File: src/rtl/fetch_unit.sv
`default_nettype none
// ============================================================================
//  Module   : fetch_unit
//  Purpose  : Instruction-fetch stage feeding the decode stage. Owns the
//             program counter and issues sequential word fetches over a
//             valid/ready request channel whose responses return in order.
//             A circular buffer of DEPTH entries tracks both in-flight
//             requests and returned instructions. Redirects flush the buffer
//             and discard responses that are still on their way back.
//  Revision : 1.0 - initial release
// ----------------------------------------------------------------------------
//  Parameters
//    RST_PC        first PC fetched after reset (word aligned)
//    DEPTH         buffer slots shared by in-flight and returned entries
//                  (power of two, >= 2)
//  Ports
//    clk, rst      clock; asynchronous active-high reset
//    imem_req_*    fetch request channel (vld/rdy/addr)
//    imem_rsp_*    in-order response channel, no back-pressure (vld/dat)
//    redirect_*    taken branch/jump: restart fetch at redirect_pc
//    id_rdy        decode consumes the presented instruction this cycle
//    if_vld/inst/pc instruction presented to decode (NOP / 0 when invalid)
//  Build option
//    FETCH_BYPASS_EN  when defined, a response filling the head entry is
//                     presented to decode in the same cycle it arrives.
// ============================================================================
module fetch_unit #(
  parameter logic [31:0] RST_PC = 32'h0000_0000,
  parameter int          DEPTH  = 4
) (
  input  logic        clk,
  input  logic        rst,
  output logic        imem_req_vld,
  input  logic        imem_req_rdy,
  output logic [31:0] imem_req_addr,
  input  logic        imem_rsp_vld,
  input  logic [31:0] imem_rsp_dat,
  input  logic        redirect_vld,
  input  logic [31:0] redirect_pc,
  input  logic        id_rdy,
  output logic        if_vld,
  output logic [31:0] if_inst,
  output logic [31:0] if_pc
);

  localparam int unsigned AW = $clog2(DEPTH);
  localparam int unsigned PW = AW + 1;
  localparam logic [31:0]   NOP_INST  = 32'h0000_0013;
  localparam logic [PW:0]   DEPTH_CNT = DEPTH[PW:0];
  localparam logic [PW-1:0] PTR_ONE   = {{(PW-1){1'b0}}, 1'b1};

  if (DEPTH < 2 || (DEPTH & (DEPTH - 1)) != 0) begin : g_depth_check
    $error("fetch_unit: DEPTH must be a power of two and at least 2");
  end

  // --------------------------------------------------------------------------
  // State
  // --------------------------------------------------------------------------
  logic [31:0]      pc_q, pc_d;
  logic [PW-1:0]    wr_ptr_q, wr_ptr_d;
  logic [PW-1:0]    fill_ptr_q, fill_ptr_d;
  logic [PW-1:0]    rd_ptr_q, rd_ptr_d;
  logic [PW-1:0]    drop_cnt_q, drop_cnt_d;
  logic [DEPTH-1:0] filled_q, filled_d;
  logic [31:0]      ent_pc_q   [DEPTH];
  logic [31:0]      ent_inst_q [DEPTH];

  // --------------------------------------------------------------------------
  // Derived control
  // --------------------------------------------------------------------------
  logic [AW-1:0] wr_idx, fill_idx, rd_idx;
  logic [PW-1:0] occupancy, pending;
  logic          drop_zero;
  logic          has_budget;
  logic          req_fire;
  logic          rsp_fill_ok;
  logic          rsp_take;
  logic          rsp_drop;
  logic          bypass;
  logic          pop;
  logic [1:0]    redirect_pc_unused;

  assign wr_idx    = wr_ptr_q[AW-1:0];
  assign fill_idx  = fill_ptr_q[AW-1:0];
  assign rd_idx    = rd_ptr_q[AW-1:0];
  assign occupancy = wr_ptr_q - rd_ptr_q;
  assign pending   = wr_ptr_q - fill_ptr_q;
  assign drop_zero = (drop_cnt_q == '0);

  // Responses still owed to a flushed stream occupy memory-side capacity,
  // so they count against the slot budget alongside live entries.
  assign has_budget   = ({1'b0, occupancy} + {1'b0, drop_cnt_q}) < DEPTH_CNT;
  assign imem_req_vld = ~rst & ~redirect_vld & has_budget;
  assign imem_req_addr = pc_q;
  assign req_fire     = imem_req_vld & imem_req_rdy;

  // A response with no outstanding unfilled entry is ignored.
  assign rsp_fill_ok = imem_rsp_vld & drop_zero & (pending != '0);
  assign rsp_take    = rsp_fill_ok & ~redirect_vld;
  assign rsp_drop    = imem_rsp_vld & ~drop_zero;

`ifdef FETCH_BYPASS_EN
  // rsp_take already excludes redirect and drop cycles; the head is the
  // next entry to fill only when fill_ptr has not yet passed rd_ptr.
  assign bypass = rsp_take & (fill_ptr_q == rd_ptr_q);
`else
  assign bypass = 1'b0;
`endif

  assign redirect_pc_unused = redirect_pc[1:0];

  // --------------------------------------------------------------------------
  // Decode-side outputs
  // --------------------------------------------------------------------------
  always_comb begin
    if_vld  = 1'b0;
    if_inst = NOP_INST;
    if_pc   = 32'h0000_0000;
    if (!redirect_vld) begin
      if (filled_q[rd_idx]) begin
        if_vld  = 1'b1;
        if_inst = ent_inst_q[rd_idx];
        if_pc   = ent_pc_q[rd_idx];
      end else if (bypass) begin
        if_vld  = 1'b1;
        if_inst = imem_rsp_dat;
        if_pc   = ent_pc_q[rd_idx];
      end
    end
  end

  assign pop = if_vld & id_rdy;

  // --------------------------------------------------------------------------
  // Next-state
  // --------------------------------------------------------------------------
  always_comb begin
    pc_d       = pc_q;
    wr_ptr_d   = wr_ptr_q;
    fill_ptr_d = fill_ptr_q;
    rd_ptr_d   = rd_ptr_q;
    drop_cnt_d = drop_cnt_q;
    filled_d   = filled_q;

    if (redirect_vld) begin
      pc_d       = {redirect_pc[31:2], 2'b00};
      fill_ptr_d = wr_ptr_q;
      rd_ptr_d   = wr_ptr_q;
      filled_d   = '0;
      // Every response not yet written, plus those already being dropped,
      // must be discarded; one arriving this cycle is consumed right now.
      drop_cnt_d = drop_cnt_q + pending - PW'(rsp_fill_ok) - PW'(rsp_drop);
    end else begin
      if (req_fire) begin
        pc_d             = pc_q + 32'd4;
        wr_ptr_d         = wr_ptr_q + PTR_ONE;
        filled_d[wr_idx] = 1'b0;
      end
      if (rsp_take) begin
        fill_ptr_d         = fill_ptr_q + PTR_ONE;
        filled_d[fill_idx] = 1'b1;
      end
      if (rsp_drop) begin
        drop_cnt_d = drop_cnt_q - PTR_ONE;
      end
      // Ordered after the fill so a bypassed entry is cleared as it pops.
      if (pop) begin
        rd_ptr_d         = rd_ptr_q + PTR_ONE;
        filled_d[rd_idx] = 1'b0;
      end
    end
  end

  // --------------------------------------------------------------------------
  // Registers
  // --------------------------------------------------------------------------
  always_ff @(posedge clk or posedge rst) begin
    if (rst) begin
      pc_q       <= RST_PC;
      wr_ptr_q   <= '0;
      fill_ptr_q <= '0;
      rd_ptr_q   <= '0;
      drop_cnt_q <= '0;
      filled_q   <= '0;
    end else begin
      pc_q       <= pc_d;
      wr_ptr_q   <= wr_ptr_d;
      fill_ptr_q <= fill_ptr_d;
      rd_ptr_q   <= rd_ptr_d;
      drop_cnt_q <= drop_cnt_d;
      filled_q   <= filled_d;
    end
  end

  // Payload storage needs no reset: it is only observed behind filled_q.
  always_ff @(posedge clk) begin
    if (req_fire) begin
      ent_pc_q[wr_idx] <= pc_q;
    end
    if (rsp_take) begin
      ent_inst_q[fill_idx] <= imem_rsp_dat;
    end
  end

endmodule
`default_nettype wire

File: config.mk
export PLATFORM = sky130hd
export DESIGN_NAME = fetch_unit
export DESIGN_NICKNAME = d
export VERILOG_FILES = /design/src/rtl/fetch_unit.sv
export SDC_FILE = /design/constraint.sdc
export NUM_CORES = 1
export LEC_CHECK = 0
export ABC_AREA = 1
export CORE_ASPECT_RATIO = 0.9
export CORE_MARGIN = 1.5
export CORE_UTILIZATION = 45
export DETAILED_ROUTE_END_ITERATION = 7
export PLACE_DENSITY_LB_ADDON = 0.08
export SLEW_MARGIN = 20
export SYNTH_ARGS = -nofsm -noshare
export SYNTH_HDL_FRONTEND = slang
export SYNTH_SLANG_ARGS = --single-unit
File: constraint.sdc
create_clock -name clk -period 5.2 [get_ports clk]
set_clock_uncertainty 0.2 [all_clocks]
set_input_delay 0.52 -clock clk [delete_from_list [all_inputs] [get_ports clk]]
set_output_delay 0.52 -clock clk [all_outputs]
set_load 0.01 [all_outputs]
-- Word level (Yosys, flattened, before mapping)
Memory sizes are Yosys's and may differ from the RTL's.
Cells that the tools add are included.
- flip-flop bits (word level): 48
- bits in writable memories: 256
- input port bits: 70
- memories: 2
- memories (memory ; depth ; width ; read ports ; clocked after Yosys merged registers in ; write ports ; line ; text):
    ent_inst_q ; 4 ; 32 ; 1 ; 0 ; 1 ; 66 ; logic [31:0] ent_inst_q [DEPTH];
    ent_pc_q ; 4 ; 32 ; 1 ; 0 ; 1 ; 65 ; logic [31:0] ent_pc_q [DEPTH];
- $add $sub $neg: 11
- $lt $le $gt $ge: 7
- multiplexer cells: 32
- bitwise operators: 16
- reduce and logical (&&, ||, !) cells: 10
- operator list (operator ; count):
    32-bit two-way mux ; 6
    32-bit by 3-bit adder with 32-bit output (second input constant) ; 1
    4-bit two-way mux ; 6
    3-bit two-way mux ; 6
    1-bit two-way mux ; 10
    3-bit by 1-bit adder with 3-bit output (second input constant) ; 3
    2-bit by 3-bit less-than comparator with 1-bit output (second input constant) ; 3
    1-bit AND ; 8
    4-bit AND ; 2
    4-bit inverter ; 2
    2-bit nonzero test ; 4
    1-bit demux with 2-bit select ; 3
    2-bit by 1-bit greater-or-equal comparator with 1-bit output (second input constant) ; 3
    3-bit by 1-bit subtractor with 3-bit output ; 2
    3-bit subtractor ; 2
    3-bit by 3-bit adder with 4-bit output ; 1
    4-bit by 3-bit less-than comparator with 1-bit output (second input constant) ; 1
    4-bit bitwise OR ; 1
    3-bit adder ; 1
    1-bit logical AND ; 3
    3-bit logical NOT ; 1
    1-bit inverter ; 3
    3-bit nonzero test ; 1
    3-bit by 1-bit subtractor with 3-bit output (second input constant) ; 1
    other kinds (2) ; 2

-- Depth between registers and ports, before layout
Gate-level depths: netlist (run 1).
- word-level depth: 14
- depth in mapped cells: 22

-- Worst setup path after synthesis (run 1)
No wires, ideal clock.
- path type: register -> register
- start point: register wr_ptr_q[0]
- end point: register drop_cnt_q[2]
- library setup time: 0.121 ns
- data arrival time: 3.581 ns
- data required time: 4.879 ns
- path slack: 1.298 ns
- cell stages (with the launch flop): 22
- buffers on the path: 0
- clock period less this slack: 3.902 ns
- cell sequence: dfrtp_1 inv_1 ha_1 fa_1 nand2_1 inv_1 nand3_1 nand2_1 fa_1 inv_1 fa_1 inv_1 ha_1 fa_1 inv_1 nand2_1 nand3b_1 nand2_1 nand2_1 nand2_1 o21bai_1 nand2_1
- longest elaborated chain between the ends: 6
- elaborated cells between the ends (all ways): 7
- those cells by class: 4 x add/sub; 1 x mux; 1 x bitwise; 1 x reduce/logical
- RTL lines (item ; line ; text):
    from (decl) ; 60 ; logic [PW-1:0] wr_ptr_q, wr_ptr_d;
    from (signal assigned) ; 187 ; wr_ptr_q <= wr_ptr_d;
    3-bit subtractor * ; 87 ; assign pending = wr_ptr_q - fill_ptr_q;
    branches (longest 2 deep; another with 3-bit adder) ; -- ;
    3-bit by 1-bit subtractor with 3-bit output * (2 in a row) ; 152 ; drop_cnt_d = drop_cnt_q + pending - PW'(rsp_fill_ok) - PW'(rsp_drop);
    3-bit two-way mux * ; 145 ; if (redirect_vld) begin
    to (signal assigned) ; 190 ; drop_cnt_q <= drop_cnt_d;
    to (decl) ; 63 ; logic [PW-1:0] drop_cnt_q, drop_cnt_d;
Every way passes the cells marked *.
A chain may end at the register's enable or synchronous reset.

-- Final worst setup path (run 1)
- start point: register rd_ptr_q[0]
- end point: output port if_pc[17]
- longest elaborated chain between the ends: 4
- elaborated cells between the ends (all ways): 5
- those cells by class: 4 x mux; 1 x memory
- RTL lines (item ; line ; text):
    from (decl) ; 62 ; logic [PW-1:0] rd_ptr_q, rd_ptr_d;
    from (signal assigned) ; 189 ; rd_ptr_q <= rd_ptr_d;
    1-bit binary-select mux with 2-bit select ; 120 ; if (filled_q[rd_idx]) begin
    1-bit two-way mux (implied by the code) ; 120 ;
    32-bit two-way mux * ; 120 ;
    32-bit two-way mux * ; 119 ; if (!redirect_vld) begin
    to (decl) ; 43 ; output logic [31:0] if_pc
Mark *: on every way between the ends. The rest lies on a longest branch, timed or not. The select of a mux whose other input is x is not followed.

==> results of run 1 <==
per-stage QoR:
stage,util [%],hold WS [ns],setup WS [ns],instance area [um^2]
2_1_floorplan,-,0.305,1.30,13300
3_3_place_gp,52.6,0.319,1.05,15300
3_5_place_dp,52.6,0.320,1.01,15300
4_1_cts,55.8,0.297,0.823,16200
5_1_grt,55.8,0.344,0.611,16200
6_report,55.8,0.285,0.870,16200
logic make-up after synthesis:
family          count (synthesis)  synth area share [%]
compound gates                209                  8.01
xor+xnor                       16                  1.05
fa+ha+maj                      26                  2.73
buf+inv                       131                  4.33
flops                         294                  64.7
other cells                     1                0.0282
simple gates                  629                  19.1
worst max-delay path, delay by kind of cell, from the launching register on:
family                 cells  cell delay (ns)
DFF                        1             0.65
AOI/OAI and AO/OA          2             0.44
buffers and inverters      4             1.89
routing by layer:
layer	up-vias	share of wire, %	global-route usage, %
li1	4718	-	-
met4	0	1.6	4.53
met5	-	0	0
met3	35	4.7	2.79
met1	4492	48	31.0
met2	218	46	33.3
power by group through the flow:
stage | logic, mW | registers, mW | clock network, mW
after floorplan | 1.55 | 3.06 | 0
after global placement | 2.31 | 3.16 | 0
after detailed placement | 2.34 | 3.17 | 0
after CTS | 2.36 | 3.12 | 2.05
after global routing | 2.66 | 3.16 | 2.15
final | 2.33 | 3.12 | 2.01
synthesized netlist by cell type, drive strengths merged:
cell and instances:
buf 43, o221ai 3, nor2 293, o21bai 3
clkbuf 22, nand2 257, or2 2, xnor2 8
dfrtp 46, edfxtp 248, nand4 10, clkinv 2
nand3b 13, xor2 8, nand3 53, inv 64
conb 1, ha 21, o21ai 139, and3 1
a21oi 64, fa 5
registers in the layout (all words and copies together), names as in the netlist:
register	cells
ent_pc_q	120
filled_q	4
drop_cnt_q	3
fill_ptr_q	3
rd_ptr_q	3
ent_inst_q	128
wr_ptr_q	3
imem_req_addr	30
final cells by class:
| cell class | instances | area, um^2 | area share, % |
|---|---|---|---|
| clock buffers | 39 | 805 | 4.97 |
| repair buffers | 184 | 1810 | 11.2 |
| inverters | 66 | 248 | 1.53 |
| clock inverters | 17 | 118 | 0.726 |
| flip-flops and latches | 294 | 8600 | 53.1 |
| well taps | 396 | 495 | 3.06 |
| multi-input cells | 884 | 4120 | 25.5 |
worst max path at each step:
stage / from / endpoint / slack, ns / depth (start not counted)
6_report: rd_ptr_q[0]$_DFFE_PP0P_ / if_pc[17] / 0.87 / 6
4_1_cts: rd_ptr_q[0]$_DFFE_PP0P_ / if_pc[17] / 0.82 / 6
2_1_floorplan: wr_ptr_q[0]$_DFFE_PP0P_ / drop_cnt_q[2]$_DFFE_PP0P_ / 1.30 / 21
3_3_place_gp: wr_ptr_q[0]$_DFFE_PP0P_ / drop_cnt_q[2]$_DFFE_PP0P_ / 1.05 / 21
3_5_place_dp: wr_ptr_q[0]$_DFFE_PP0P_ / drop_cnt_q[2]$_DFFE_PP0P_ / 1.01 / 21
5_1_grt: rd_ptr_q[0]$_DFFE_PP0P_ / if_pc[17] / 0.61 / 6
==> impl_results.md, run 1 <==
* Outcome: completed
* Power per cell area at 460 mW/mm^2
* GRT overflow at 0
* Post-synthesis cell count at 1306
* Worst-path cell chain: inv_2, buf_4, buf_4, o21ai_0, a21oi_1, clkdlybuf4s50_1
* Global-route wire length before repair at 50100 um
* Pin count of the biggest net entering global routing at 101
* Hold crit path type: in -> async
* WL/cell at 16.9 um
* Yosys top cell area share at 56.1%
* GRT Util Overall at 21.0%
* Placed insts at 1823
* Initial antenna violation count at 0
* Area leader, netlist: edfxtp_1
* Part of the power in the clock network at 26.9%
* Routed Antenna Nets at 0
* Number of global-route vias before repair at 9013
* Max Cap Viol at 0
* Most common cell after layout, fill and taps aside: nor2_1
* Crit. End Element: primary output
* Ys Warns at 0
* Fin crit period at 4.33 ns
* Fmax at 231 MHz
* Tcrit/Tclk final at 83.3%
* Post-Route WL at 31800 um
* H-tree Lvls at 1
* Chip Height at 166 um
* Ranking of synthesized cells by area: edfxtp_1 (56%), dfrtp_1 (8.7%), nor2_1 (8.2%), nand2_1 (7.1%), o21ai_0 (5.2%)
* CTS clk-pin slew, worst paths at 0.06 ns
* Most frequent CP cell: buf_4
* NetSw at 2.56 mW
* Die Area at 0.0306 mm^2
* Routed vias/inst at 5.03
* Int Pwr at 4.89 mW
* Placer Congestion at 0.850
* Area Overhead vs Synth at 21.9%
* Site Rows at 59
* Max-slew violation count at 0
* Layout Cells excl Fill at 1880
* Die W at 184 um
* Setup bufs post-CTS at 0
* CTS buffer count at 30
* Clk sinks at 294
* Setup Viol. Count Final at 0
* Switching share of total power at 34.4%
* CTS tree: yes
* Worst EP arrival at 3.61 ns
* Clock root buffer master: clkbuf_16
* Max VDD drop at 0.000277 V
* Port bufs at 161
* Gate power share at 31.3%
* Leakage power at 6.07 nW
* Initial core utilization at 45.8%
* Critical-path top delay cell: dfrtp_4
* FF-to-FF End: drop_cnt_q[2]$_DFFE_PP0P_
* Max FO, Critical Path at 63
* Residual DRC at 0
* Post-CTS Resized at 0
* Setup tns final at 0 ns
* First-pass iteration count of the detailed router at 5
* Crit path launch type: register
* Initial drt markers at 723
* Overall power at 7.45 mW
* Layout Nets at 1556
* Layout cells sized above 1 at 5.39%
* Clock buffer depth at 3
* Slew margin rel. at 39.0%
* # diodes at 0
* Final Hold Fails at 0
* # hold bufs at CTS at 0
* I/O pins at 168
* Clock Latency Late Sink at 0.55 ns
* Avg Inst Size Synth at 10.2 um^2
* Reg-to-Reg Start: wr_ptr_q[0]$_DFFE_PP0P_
* R2R depth at 21
* Fillcell total at 2537
* Most frequent cells in the layout: nor2_1 (290), nand2_1 (253), edfxtp_1 (248)
* R2r setup slk at 1.01 ns
* HPWL Detailed at 19100 um
* Req. time, crit path at 4.48 ns
* Sequential-to-total area share from yosys stat at 64.7%
* Seq pwr share at 41.8%
* Slew of the pin with the lowest slew margin at 0.916 ns
* Core area at 0.0290 mm^2
* Crit Path Class: reg -> out
* Synth Cell Area at 0.0133 mm^2
* Synth unique cells at 32
* CP max stage delay at 0.65 ns
* Via count at 9463
* Flops & latches, synth at 294
* RSZ-0062 raised after global routing: false
Note: power is estimated with default switching activity, not from simulation.
==> inputs of run 2 (changes only) <==
Clock period 5.2 ns to 4 ns, I/O delays scaled along.
==> impl_results.md, run 2 (same netlist as run 1, synthesis figures left out) <==
* Reg-to-Reg Start: wr_ptr_q[0]$_DFFE_PP0P_
* Worst EP arrival at 3.19 ns (-0.42 ns)
* Slew margin rel. at 40.5% (+1.5 points)
* Worst setup margin at 0.209 ns (-0.662 ns)
* CTS tree: yes
* Routed Antenna Nets at 0 (unchanged)
* Port bufs at 161 (unchanged)
* I/O pins at 168 (unchanged)
* Setup Viol. Count Final at 0 (unchanged)
* CP max stage delay at 0.39 ns (-0.26 ns)
* Hold crit path type: in -> async
* Initial drt markers at 761 (+5.3%)
* Placer Congestion at 0.836 (-1.7%)
* Core area at 0.0290 mm^2 (unchanged)
* Max reg flops at 128 (unchanged)
* Crit path launch type: register
* Initial antenna violation count at 0 (unchanged)
* Site Rows at 59 (unchanged)
* Layout Nets at 1559 (+0.19%)
* Routed vias/inst at 5.09 (+1.1%)
* Slew of the pin with the lowest slew margin at 0.893 ns (-0.0232 ns)
* Number of global-route vias before repair at 9086 (+0.81%)
* R2r setup slk at 0.24 ns (-0.77 ns)
* Die Area at 0.0306 mm^2 (unchanged)
* GRT overflow at 0 (unchanged)
* Utilization after layout at 56.5% (+0.66 points)
* Crit Path Class: reg -> out
* Most frequent cells in the layout: nor2_1 (290), nand2_1 (251), edfxtp_1 (248)
* Power per cell area at 613 mW/mm^2 (+33%)
* Via count at 9586 (+1.3%)
* Bufs and invs on worst path at 5 (+1)
* Largest delay share family, worst path: adder cells
* R2R depth at 21 (unchanged)
* CTS clk-pin slew, worst paths at 0.06 ns (about the same)
* Clock root buffer master: clkbuf_16
* Clk sinks at 294 (unchanged)
* HPWL Detailed at 19400 um (+1.4%)
* Outcome: completed
* Pre-CTS setup slack at 0.0776 ns (-0.928 ns)
* Layout cells sized above 1 at 6.46% (+1.1 points)
* GRT Util Overall at 21.2% (+0.17 points)
* CTS buffer count at 30 (unchanged)
* Fin crit period at 3.79 ns
* Final Hold Fails at 0 (unchanged)
* # hold bufs at CTS at 0 (unchanged)
* First-pass iteration count of the detailed router at 5 (unchanged)
* Setup tns final at 0 ns (unchanged)
* Post-Route WL at 32200 um (+1.3%)
* Req. time, crit path at 3.40 ns (-1.08 ns)
* WL/cell at 17.1 um (+1.1%)
* Critical-path top delay cell: fa_1
* Area Overhead vs Synth at 23.4%
* Pin count of the biggest net entering global routing at 77 (-24%)
* Clock Latency Late Sink at 0.56 ns (about the same)
* Max Cap Viol at 0 (unchanged)
* Fmax at 264 MHz
* Max VDD drop at 0.000474 V (+71%)
* Hold Slack at 0.153 ns (-0.132 ns)
* Max-slew violation count at 0 (unchanged)
* Tcrit/Tclk final at 94.8%
* Worst-path cell chain: inv_2, buf_4, buf_4, ha_1, inv_1, fa_1, xnor2_1, xor2_1, ha_1, nor2_4, nand2_2, nor2_4, dlygate4sd2_1
* Clock buffer depth at 3 (unchanged)
* Top reg by flops: ent_inst_q
* Initial core utilization at 45.8% (unchanged)
* Leakage power at 6.12 nW (+0.88%)
* FF-to-FF End: drop_cnt_q[2]$_DFFE_PP0P_
* Die W at 184 um (unchanged)
* Most common cell after layout, fill and taps aside: nor2_1
* Crit. End Element: primary output
* Chip Height at 166 um (unchanged)
* Global-route wire length before repair at 50400 um (+0.56%)
* H-tree Lvls at 1 (unchanged)
* Fillcell total at 2510 (-1.1%)
* Residual DRC at 0 (unchanged)
* Max FO, Critical Path at 6 (-90%)
-- run 2: cell types whose count changed in the layout (fill, tap and decap cells not counted), moves of 3 or more --
cell,change
inv_1,-3
buf_12,+4
bufinv_16,+3
inv_2,+3
clkbuf_1,-3
-- run 2: final cells by class --
cell class	instances	area, um^2	area share, %
Sequential cell	294	8600	52.5
Multi-Input combinational cell	884	4150	25.3
Timing Repair Buffer	187	1880	11.5
Clock buffer	34	766	4.67
Tap cell	396	495	3.02
Inverter	66	248	1.51
Clock inverter	21	243	1.48
Antenna cell	1	2.50	0.0153
-- run 2: routing by layer --
layer  up-vias  track usage (%)  wire length [um]
met5         -                0                 0
met4         0             3.78               448
met3        36             2.72              1440
met2       218             33.8             15100
met1      4616             31.4             15300
li1       4716                -                 -
-- run 2: timing repair --
item                                    in CTS  in global routing
pin swaps                                    0                 10
resized for setup                            1                 11
buffers inserted                             0                  2
endpoints found under the setup margin       1                  1
-- run 2: tightest hold or removal path, cell delays in order --
cell and delay, ns:
clkdlybuf4s50_1 0.41, inv_2 0.07, buf_4 0.52
-- run 2: worst max path at each step --
stage	start	end	slack (ns)	cells after the start
2_1_floorplan	wr_ptr_q[0]$_DFFE_PP0P_	drop_cnt_q[2]$_DFFE_PP0P_	0.1	21
3_3_place_gp	wr_ptr_q[0]$_DFFE_PP0P_	drop_cnt_q[2]$_DFFE_PP0P_	0.12	21
3_5_place_dp	wr_ptr_q[0]$_DFFE_PP0P_	drop_cnt_q[2]$_DFFE_PP0P_	0.08	21
4_1_cts	wr_ptr_q[0]$_DFFE_PP0P_	drop_cnt_q[2]$_DFFE_PP0P_	0.07	21
5_1_grt	wr_ptr_q[0]$_DFFE_PP0P_	drop_cnt_q[2]$_DFFE_PP0P_	-0.02	21
6_report	wr_ptr_q[0]$_DFFE_PP0P_	imem_req_vld	0.21	13
-- run 2: where the power goes --
part | leakage [nW] | switching, mW | total (mW) | internal, mW
registers | 2.80 | 0.347 | 4.01 | 3.67
logic | 2.85 | 1.91 | 3.21 | 1.29
clock network | 0.480 | 1.18 | 2.82 | 1.64
-- run 2: stage by stage --
stage | cell area (um^2) | cells | power (mW)
4_1_cts | 16300 | 1880 | 10.1
3_5_place_dp | 15300 | 1825 | 7.22
3_3_place_gp | 15300 | 1825 | 7.18
5_1_grt | 16400 | 1882 | 10.7
2_1_floorplan | 13300 | 1309 | 5.98
6_report | 16400 | 1883 | 10.0
==> inputs of run 3 (changes only) <==
Settings changed: ABC_CLOCK_PERIOD_IN_PS set to 4000, REMOVE_ABC_BUFFERS set to 1.
==> impl_results.md, run 3 (same netlist as run 1, synthesis figures left out) <==
* Routed Antenna Nets at 0 (unchanged)
* Worst-path cell chain: ha_4, fa_1, nand2_1, inv_1, nand3_2, nand2_2, fa_1, inv_1, fa_1, inv_1, ha_2, fa_2, inv_2, nand2_1, nand3b_1, nand2_1, nand2_1, nand2_1, o21bai_1, nand2_1
* Residual DRC at 0 (unchanged)
* Setup tns final at 0 ns (unchanged)
* Worst setup margin at 0.149 ns (-0.0600 ns)
* Clock buffer depth at 3 (unchanged)
* Clock Latency Late Sink at 0.56 ns (about the same)
* Most frequent cells in the layout: nor2_1 (290), nand2_1 (252), edfxtp_1 (248)
* Via count at 9533 (-0.55%)
* GRT Util Overall at 21.6% (+0.40 points)
* Placer Congestion at 0.853 (+2.1%)
* Setup Viol. Count Final at 0 (unchanged)
* Clk sinks at 294 (unchanged)
* Seq. cell area at 0.00860 mm^2 (unchanged)
* Initial drt markers at 624 (-18%)
* Power per cell area at 612 mW/mm^2 (-0.14%)
* Fmax at 260 MHz (-1.6%)
* Slew of the pin with the lowest slew margin at 0.923 ns (+0.0309 ns)
* Crit Path Class: reg -> reg
* Fillcell total at 2508 (-0.080%)
* Die W at 184 um (unchanged)
* HPWL Detailed at 18800 um (-2.7%)
* Port bufs at 161 (unchanged)
* Tcrit/Tclk final at 96.3% (+1.5 points)
* Fin crit period at 3.85 ns (+0.0600 ns)
* Final Hold Fails at 0 (unchanged)
* Site Rows at 59 (unchanged)
* Max reg flops at 128 (unchanged)
* Routed vias/inst at 5.05 (-0.71%)
* Area Overhead vs Synth at 23.5%
* Post-Route WL at 33200 um (+3.0%)
* # diodes at 0 (-1)
* I/O pins at 168 (unchanged)
* Core area at 0.0290 mm^2 (unchanged)
* CTS tree: yes
* Worst EP arrival at 4.10 ns (+0.91 ns)
* Chip Height at 166 um (unchanged)
* Top reg by flops: ent_inst_q
* Outcome: completed
* Max Cap Viol at 0 (unchanged)
* Crit. End Element: register
* Utilization after layout at 56.6% (+0.069 points)
* Pin count of the biggest net entering global routing at 131 (+70%)
* Max FO, Critical Path at 2 (-4)
* R2R depth at 20 (-4.8%)
* WL/cell at 17.6 um (+2.8%)
* Layout Nets at 1561 (+0.13%)
* FF-to-FF End: drop_cnt_q[2]$_DFFE_PP0P_
* Critical-path top delay cell: fa_1
* Hold crit path type: in -> async
* Reg-to-Reg Start: fill_ptr_q[0]$_DFFE_PP0P_
* RSZ-0062 raised after global routing: true
* Most frequent CP cell: nand2_1
* H-tree Lvls at 1 (unchanged)
* Initial antenna violation count at 0 (unchanged)
* CP max stage delay at 0.50 ns (+0.11 ns)
* First-pass iteration count of the detailed router at 5 (unchanged)
* Die Area at 0.0306 mm^2 (unchanged)
* Crit path launch type: register
* Most common cell after layout, fill and taps aside: nor2_1
* Initial core utilization at 45.8% (unchanged)
* Req. time, crit path at 4.25 ns (+0.85 ns)
* Clock root buffer master: clkbuf_16
* Max-slew violation count at 0 (unchanged)
* Slew margin rel. at 38.4% (-2.1 points)
* Multi-input logic area at 0.00415 mm^2 (-0.12%)
* Number of global-route vias before repair at 8976 (-1.2%)
* Pre-CTS setup slack at 0.0888 ns (+0.0112 ns)
* # hold bufs at CTS at 0 (unchanged)
* R2r setup slk at 0.15 ns (-0.09 ns)
* CTS buffer count at 31 (+3.3%)
* Global-route wire length before repair at 50800 um (+0.82%)
* Max VDD drop at 0.000410 V (-13%)
* Layout cells sized above 1 at 6.51% (+0.050 points)
* GRT overflow at 0 (unchanged)
* CTS clk-pin slew, worst paths at 0.06 ns (about the same)
* Leakage power at 6.16 nW (+0.60%)
-- run 3: routing by layer --
layer / vias up / wire [um] / GRT usage (%) / share of wire, %
li1: 4717 / - / - / -
met1: 4503 / 15200 / 31.3 / 46
met4: 0 / 776 / 5.49 / 2.3
met5: - / 0 / 0 / 0
met2: 258 / 15200 / 34.2 / 46
met3: 55 / 1920 / 3.31 / 5.8
-- run 3: worst max-delay path by stage --
stage	from	end	slack, ns
floorplan	rd_ptr_q[0]$_DFFE_PP0P_	if_inst[0]	-1.44
global placement	wr_ptr_q[0]$_DFFE_PP0P_	drop_cnt_q[2]$_DFFE_PP0P_	0.12
detailed placement	wr_ptr_q[0]$_DFFE_PP0P_	drop_cnt_q[2]$_DFFE_PP0P_	0.09
CTS	rd_ptr_q[0]$_DFFE_PP0P_	if_pc[20]	0.0005
global route	fill_ptr_q[0]$_DFFE_PP0P_	drop_cnt_q[2]$_DFFE_PP0P_	-0.12
finish	fill_ptr_q[0]$_DFFE_PP0P_	drop_cnt_q[2]$_DFFE_PP0P_	0.15
-- run 3: worst max-delay path, delay by kind of cell, from the launching register on --
kind / cells / cell delay, ns
compound gates: 1 / 0.15
fa+ha+maj: 6 / 2.18
buf+inv: 4 / 0.20
flops: 1 / 0.41
simple gates: 9 / 0.60
-- run 3: final cells by class --
cell class	instances	area share, %
clock buffer	33	4.77
clock inverter	25	1.29
inverter	66	1.52
multi-input combinational	884	25.3
sequential	294	52.4
tap	396	3.02
timing repair buffer	188	11.7
-- run 3: power breakdown --
group	total, mW	internal (mW)	switching [mW]
clock network	2.77	1.61	1.16
registers	3.98	3.67	0.314
logic	3.29	1.32	1.97
-- run 3: what timing repair did --
item                       4_1_cts  5_1_grt
setup endpoints to repair        1       19
pin swaps                        0        9
gates cloned                     0        1
resized for setup                1       10
setup buffers                    0        2
-- run 3: per-stage QoR --
stage	hold slack, ns	instance area (um^2)	instances	power (mW)
floorplan	0.299	13000	1244	5.87
detailed placement	0.320	15300	1825	7.22
finish	0.159	16400	1886	10.0
CTS	0.153	16300	1883	10.0
global route	0.221	16400	1886	10.7
global placement	0.319	15300	1825	7.19
==> variant, RTL diff (flow settings as in run 3) <==
Add a define of `FETCH_BYPASS_EN`.
--- a/src/rtl/fetch_unit.sv
+++ b/src/rtl/fetch_unit.sv
@@ -24,6 +24,8 @@
 //    FETCH_BYPASS_EN  when defined, a response filling the head entry is
 //                     presented to decode in the same cycle it arrives.
 // ============================================================================
+`define FETCH_BYPASS_EN
+
 module fetch_unit #(
   parameter logic [31:0] RST_PC = 32'h0000_0000,
   parameter int          DEPTH  = 4
Formal check against the unedited RTL: not equivalent (a bounded check fails within 4 cycles, from zero or initial values and one cycle with rst high).
==> variant against run 3 <==
Fmax is 2.5% lower. Setup slack worse by 0.099 ns. Clock power hardly changed. Sequential share of layout area is 1.3 points lower. Final area is 2.6% higher. Total power stayed put. Critical path depth is 2 lower. Via count is 3.4% higher. Area after synthesis is 0.97% higher. Sequential cell count stayed put. Core utilization is 1.3 points higher. Wire length is 4.6% higher. First-iteration DRC count is 14% higher. Critical path type unchanged. Highest routed layer unchanged.
==> variant: results (changes against run 3) <==
- The slack of the worst reg-to-reg path is 0.05 ns (was 0.15 ns).
- The sequential element share of the synthesized area is 0.641 (was 0.647).
- The distinct cell type count after synthesis was 42 (was 32).
- The number of DRC violations after detailed-routing iteration 0 is 710 (was 624).
- The worst hold margin is 0.176 ns (was 0.159 ns).
- The portion of netlist area occupied by mux cells is 0.00103 (was 0).
- The total vias in the final route was 9853 (was 9533).
- The first-pass GRT wire length was 53400 microns (was 50800 microns).
- The wire length per cell after detailed routing is 18.5 microns (was 17.6 microns).
- The area fraction in compound gates after synthesis came to 0.0920 (was 0.0801).
- The largest net degree at the start of global routing was 83 (was 131).
- The cell total after placement is 1806 (was 1825).
- Run status: finished clean (unchanged).
- The routing usage on met3 is 0.0251 (was 0.0331).
- The wire length after detailed routing is 34700 microns (was 33200 microns).
- The leakage power total is 7.05 nW (was 6.16 nW).
- The final-stage net count is 1550 (was 1561).
- The share of the cycle needed by the critical path after routing is 0.988 (was 0.963).
- The global routing usage summed across all routing layers is 0.224 (was 0.216).
- The total placed instance area is 15600 sq um (was 15300 sq um).
- The met3 wire length is 1460 microns (was 1920 microns).
- The adder-cell share of the synthesized area is 0.0270 (was 0.0273).
- The switching power share of the total was 0.344 (was 0.343).
- The relative slew slack is 0.343 (was 0.384).
- The via count of the first global-routing pass is 9354 (was 8976).
- The weighted congestion at the end of routability-driven global placement was 0.915 (was 0.853).
- The estimated wirelength of the detail-placed design was 20600 microns (was 18800 microns).
- Leading post-synthesis cells by instance count: nand2_1, edfxtp_1, a21oi_1 (was nor2_1, nand2_1, edfxtp_1).
- The clock group share of total power was 0.275 (was 0.276).
- The maximum resistive drop on vdd was 0.357 mV (was 0.410 mV).
- The pre-CTS worst setup slack came to -0.0319 ns (was 0.0888 ns).
- The met2 track demand over resource is 0.353 (was 0.342).
- The number of buffers added by the clock tree synthesis step is 30 (was 31).
- Leading cell types by total area after synthesis: edfxtp_1, nand2_1, dfrtp_1 (was edfxtp_1, dfrtp_1, nor2_1).
variant: cell count changes in the layout (fill, tap and decap cells not counted), moves of 16 or more:
cell and delta:
nand3_1 +21, clkdlybuf4s50_1 -39, nand2_1 +157, o21ai_0 -121, dlymetal6s2s_1 +38, buf_4 +25, o211ai_1 +16, a21oi_1 +78
nor2_1 -248, a22oi_1 +29
variant: area by class of cell:
| class | count | area, sq um |
|---|---|---|
| Timing Repair Buffer | 212 | 2160 |
| Sequential cell | 294 | 8600 |
| Tap cell | 396 | 495 |
| Inverter | 70 | 279 |
| Clock inverter | 9 | 92.6 |
| Fill cell | 2539 | 12200 |
| Clock buffer | 47 | 895 |
| Multi-Input combinational cell | 846 | 4320 |
variant: repair_timing:
action,4_1_cts,5_1_grt
setup buffers,4,6
setup endpoints to repair,18,49
cloned,1,1
gates resized for setup,4,50
pin swaps,2,3
